### src/rtl/axis_bram_adapter_pkg.sv
`default_nettype none
// +------------------------------------------------------------------+
// | Module  : axis_bram_adapter_pkg                                  |
// | Brief   : Shared defaults and helpers for the AXIS-to-BRAM path  |
// | Revision: 1.0                                                    |
// +------------------------------------------------------------------+
package axis_bram_adapter_pkg;

  localparam int C_DEFAULT_DATA_WIDTH = 32;
  localparam int C_DEFAULT_FIFO_DEPTH = 4;
  localparam int C_DEFAULT_PTR_WIDTH  = $clog2(C_DEFAULT_FIFO_DEPTH);

  // Pointer width for a power-of-two depth; wrap falls out of the width.
  function automatic int ptr_width(input int depth);
    return $clog2(depth);
  endfunction

endpackage
`default_nettype wire

### src/rtl/axis_bram_adapter_fifo.sv
`default_nettype none
// +------------------------------------------------------------------+
// | Module  : axis_bram_adapter_fifo                                 |
// | Brief   : Synchronous FIFO, combinational head read, clearing rst|
// | Revision: 1.0                                                    |
// +------------------------------------------------------------------+
module axis_bram_adapter_fifo
  import axis_bram_adapter_pkg::*;
#(
  parameter int WIDTH = C_DEFAULT_DATA_WIDTH,
  parameter int DEPTH = C_DEFAULT_FIFO_DEPTH
) (
  input  logic                         clk,
  input  logic                         rst,
  input  logic                         i_push,
  input  logic [WIDTH-1:0]             i_data,
  input  logic                         i_pop,
  output logic [WIDTH-1:0]             o_data,
  output logic                         o_full,
  output logic                         o_empty,
  output logic [ptr_width(DEPTH):0]    o_count
);

  localparam int PTR_W = ptr_width(DEPTH);
  localparam int CNT_W = PTR_W + 1;

  logic [WIDTH-1:0] r_mem [DEPTH];
  logic [PTR_W-1:0] r_wr_ptr;
  logic [PTR_W-1:0] r_rd_ptr;
  logic [CNT_W-1:0] r_count;

  logic w_push;
  logic w_pop;

  assign o_full  = (r_count == CNT_W'(DEPTH));
  assign o_empty = (r_count == '0);
  assign o_count = r_count;
  assign o_data  = r_mem[r_rd_ptr];

  // Requests are qualified here so a caller can never over- or under-run.
  assign w_push = i_push && !o_full;
  assign w_pop  = i_pop && !o_empty;

  always_ff @(posedge clk) begin
    if (rst) begin
      r_wr_ptr <= '0;
      r_rd_ptr <= '0;
      r_count  <= '0;
      for (int i = 0; i < DEPTH; i++) begin
        r_mem[i] <= '0;
      end
    end else begin
      if (w_push) begin
        r_mem[r_wr_ptr] <= i_data;
        r_wr_ptr        <= r_wr_ptr + PTR_W'(1);
      end
      if (w_pop) begin
        r_rd_ptr <= r_rd_ptr + PTR_W'(1);
      end
      if (w_push && !w_pop) begin
        r_count <= r_count + CNT_W'(1);
      end else if (w_pop && !w_push) begin
        r_count <= r_count - CNT_W'(1);
      end
    end
  end

endmodule
`default_nettype wire

### src/rtl/axis_bram_adapter_s00_axis.sv
`default_nettype none
// +------------------------------------------------------------------+
// | Module  : axis_bram_adapter_s00_axis                             |
// | Brief   : AXIS slave front end; maps handshakes onto a small FIFO|
// | Revision: 1.0                                                    |
// +------------------------------------------------------------------+
module axis_bram_adapter_s00_axis
  import axis_bram_adapter_pkg::*;
#(
  parameter int C_S_AXIS_TDATA_WIDTH = C_DEFAULT_DATA_WIDTH,
  parameter int FIFO_DEPTH           = C_DEFAULT_FIFO_DEPTH
) (
  input  logic                              S_AXIS_ACLK,
  input  logic                              S_AXIS_ARESET,
  input  logic                              S_AXIS_TVALID,
  input  logic [C_S_AXIS_TDATA_WIDTH-1:0]   S_AXIS_TDATA,
  input  logic [C_S_AXIS_TDATA_WIDTH/8-1:0] S_AXIS_TSTRB,
  input  logic                              S_AXIS_TLAST,
  output logic                              S_AXIS_TREADY,
  output logic [C_S_AXIS_TDATA_WIDTH-1:0]   DOUT_TO_BUF,
  output logic                              DOUT_VALID,
  input  logic                              DOUT_ACCEP
);

  logic                             w_full;
  logic                             w_empty;
  logic [ptr_width(FIFO_DEPTH):0]   w_count;
  logic                             w_push;
  logic                             w_pop;
  logic                             w_unused_ok;

  // Every beat is a full word and packet boundaries are not tracked here.
  assign w_unused_ok = ^{S_AXIS_TSTRB, S_AXIS_TLAST, w_count};

  // TREADY comes from registered state only, never from TVALID.
  assign S_AXIS_TREADY = !w_full && !S_AXIS_ARESET;
  assign DOUT_VALID    = !w_empty;
  assign w_push        = S_AXIS_TVALID && S_AXIS_TREADY;
  assign w_pop         = DOUT_VALID && DOUT_ACCEP;

  axis_bram_adapter_fifo #(
    .WIDTH (C_S_AXIS_TDATA_WIDTH),
    .DEPTH (FIFO_DEPTH)
  ) u_fifo (
    .clk     (S_AXIS_ACLK),
    .rst     (S_AXIS_ARESET),
    .i_push  (w_push),
    .i_data  (S_AXIS_TDATA),
    .i_pop   (w_pop),
    .o_data  (DOUT_TO_BUF),
    .o_full  (w_full),
    .o_empty (w_empty),
    .o_count (w_count)
  );

endmodule
`default_nettype wire

### config.mk
export PLATFORM = sky130hd
export DESIGN_NAME = axis_bram_adapter_s00_axis
export DESIGN_NICKNAME = d
export VERILOG_FILES = /design/src/rtl/axis_bram_adapter_pkg.sv /design/src/rtl/axis_bram_adapter_fifo.sv /design/src/rtl/axis_bram_adapter_s00_axis.sv
export SDC_FILE = /design/constraint.sdc
export NUM_CORES = 1
export LEC_CHECK = 0
export BUFFER_PORTS_ARGS = -buffer_cell sky130_fd_sc_hd__buf_2
export CORE_MARGIN = 5
export CORE_UTILIZATION = 35
export CTS_BUF_LIST = sky130_fd_sc_hd__clkbuf_16
export DETAILED_ROUTE_END_ITERATION = 6
export PLACE_DENSITY = 0.57
export SLEW_MARGIN = 20
export SYNTH_ARGS = -nofsm -noshare
export SYNTH_HDL_FRONTEND = slang
export SYNTH_SLANG_ARGS = --single-unit
### constraint.sdc
create_clock -name S_AXIS_ACLK -period 2.75 [get_ports S_AXIS_ACLK]
set_input_delay 0.275 -clock S_AXIS_ACLK [delete_from_list [all_inputs] [get_ports S_AXIS_ACLK]]
set_output_delay 0.275 -clock S_AXIS_ACLK [all_outputs]
set_load 0.005 [all_outputs]
==> results.ini <==
[outcome]
outcome = complete, no violations

[timing]
drv_slew = 0
period_share = 0.8328
hold_slack_ns = 0.1759
worst_slew_pin_slew_ns = 0.9768
relSlewSlack = 0.3488
hold_viol_final = 0
rsz0062_at_grt = no
fin_setup_tns_ns = 0
setup_viol = 0
fmax_mhz = 436.7
fin_skew_ns = 0.004357
fin_crit_ns = 2.290

[cts]
cts_made_buffers = 17
postCtsSetupBuffers = 0
htree_levels = 4
clockBufferDepth = 2
clk_pin_slew_ns = 0.05
tritoncts = done
cts-root-buf = clkbuf_16
clock-sinks = 137
cts_resized = 0
holdBufCountCts = 0
clk_latency_ns = 0.41

[route]
first_pass_iters = 4
routed_wl_um = 12520
drtIter0Drc = 179
vias_per_cell = 4.695
via_count = 3127
ant_nets = 0
wl_per_cell_um = 18.79
remaining_drc_errors = 0

[final_layout]
drive_gt1_frac = 0.4036
area_growth_pct = 16.81
fillers = 1577
antenna_cells = 0
nNetsFinal = 473
post-route-util = 0.4147

[job]
drv_cap = 0

[global_routing]
grt_pass1_vias = 3385
grt_max_degree = 34
track_usage = 0.1321
antenna_found_initial = 2
grt_pass1_wl_um = 19550
gr-total-overflow = 0

[hold_path]
hold_path.class = input port to flop

[synthesis]
synth_flop_cell = edfxtp_1
synth-async-reset-ratio = 0
synth_cell_type_count = 32
ys_seq_area_frac = 0.6575
syn_avg_cell_area_um2 = 17.24
synth_nets = 398
synth_top_cell_by_area = edfxtp_1
yosys.area.top_type_share = 0.6281
synthTopCellsByArea = edfxtp_1 (63%), mux4_2 (12%), and2_1 (9.5%)
ys.warnings.count = 0
ys_ff_latch = 137
synth_cells = 355
synth-edff-count = 128
netlist_area_um2 = 6120

[floorplan]
core_um2 = 17240
die_w_um = 142.2
initial_core_util = 0.3550
die_h_um = 142.2
die_area_um2 = 20230
fp-row-count = 48
ios = 75

[worst_setup_path]
startpoint_type = flop
critPathMaxFanout = 6
path_class = flop to flop
cp_data_required_time_ns = 3.08
crit_arrival_ns = 2.62
endpoint_kind = flop

[power]
power_density_nw_per_um2 = 822.1
power_mw = 5.877
p_leak_nw = 2.728
worst_ir_drop_vdd_mv = 0.4457

[placement]
numPortBuffers = 69
dp_hpwl_um = 7031
routabilityCongestion = 0.7076

==> power by group <==
part / internal (mW) / switching, mW
registers: 2.54 / 0.106
clock network: 1.19 / 0.773
logic: 0.658 / 0.608
==> cell usage after synthesis, drive strengths merged, types with 2 or more instances <==
cell type,number
nor2,8
and2,128
nand2b,2
or3,3
or2,3
dfxtp,9
xor2,4
a21oi,2
inv,2
o21ai,2
mux4,32
edfxtp,128
buf,17
clkbuf,3
nor4,2
==> cell usage in the layout (no fill, tap or decap), types with 3 or more instances in the layout <==
| cell | Yosys | routed |
|---|---|---|
| edfxtp_1 | 128 | 128 |
| and2_1 | 93 | 93 |
| buf_2 | 4 | 69 |
| and2_4 | 33 | 33 |
| mux4_2 | 32 | 32 |
| clkbuf_16 | 0 | 17 |
| inv_1 | 2 | 9 |
| nor2_1 | 7 | 7 |
| dfxtp_1 | 9 | 7 |
| buf_4 | 0 | 6 |
| xor2_1 | 4 | 4 |
| or3_2 | 3 | 3 |
| or2_2 | 2 | 3 |
| clkinv_1 | 0 | 3 |
==> registers in the layout, summed over array words and instances, names as in the netlist, named ones only <==
signal	count
u_fifo.r_mem	128
u_fifo.o_count	3
u_fifo.r_rd_ptr	2
u_fifo.r_wr_ptr	2
==> kinds of logic (layout without fill, tap and decap cells) <==
family / Yosys count / after routing / share of synthesized area
buffers and inverters: 22 / 108 / 0.02903
xor gates and xnor gates: 4 / 4 / 0.005724
DFF: 137 / 137 / 0.6575
muxes: 33 / 33 / 0.1194
AOI/OAI and AO/OA: 8 / 8 / 0.008385
and+or+nand+nor: 149 / 149 / 0.1746
adders and majority gates: 2 / 2 / 0.005316
==> cell type report <==
cell class                 count  area (um2)  share of cell area
clock buffer                  17       425.4             0.05951
multi-input combinational    196        1919              0.2685
tap                          225       281.5             0.03938
inverter                       2       7.507            0.001050
clock inverter                13       77.57             0.01085
sequential                   137        4026              0.5633
timing repair buffer          76       410.4             0.05741
==> worst max-delay path: stages (launching register included) <==
cell	delay, ns
dfxtp_1	0.38
o31ai_1	0.40
ha_1	0.26
inv_1	0.07
fa_1	0.39
xor2_1	0.16
or3_2	0.41
a21oi_1	0.15
==> per-layer routing <==
layer / wire length [um] / global-route usage / vias up
li1: - / - / 1462
met1: 5370 / 0.1617 / 1572
met2: 6401 / 0.2243 / 70
met3: 548 / 0.03730 / 19
met4: 177 / 0.04697 / 4
met5: 21 / 0 / -
==> through the flow <==
step	std cells	area, um2	setup slack [ns]
floorplan	355	6120	0.5401
global placement	636	6645	0.5215
detailed placement	636	6645	0.4331
CTS	666	7148	0.4546
global route	666	7148	0.3130
finish	666	7148	0.4599
==> path summary, 6_finish.rpt <==
| kind | end | slack (ns) | cells past startpoint | from |
|---|---|---|---|---|
| min reg2reg | u_fifo.r_rd_ptr[0] | 0.54 | 2 | u_fifo.r_rd_ptr[0] |
| min | u_fifo.r_mem[1][31] | 0.18 | 2 | S_AXIS_TDATA[31] |
| max reg2reg | u_fifo.o_count[2] | 0.46 | 7 | u_fifo.o_count[0] |
| max | u_fifo.o_count[2] | 0.46 | 7 | u_fifo.o_count[0] |
No activity file was read; power rests on OpenSTA's default activity.
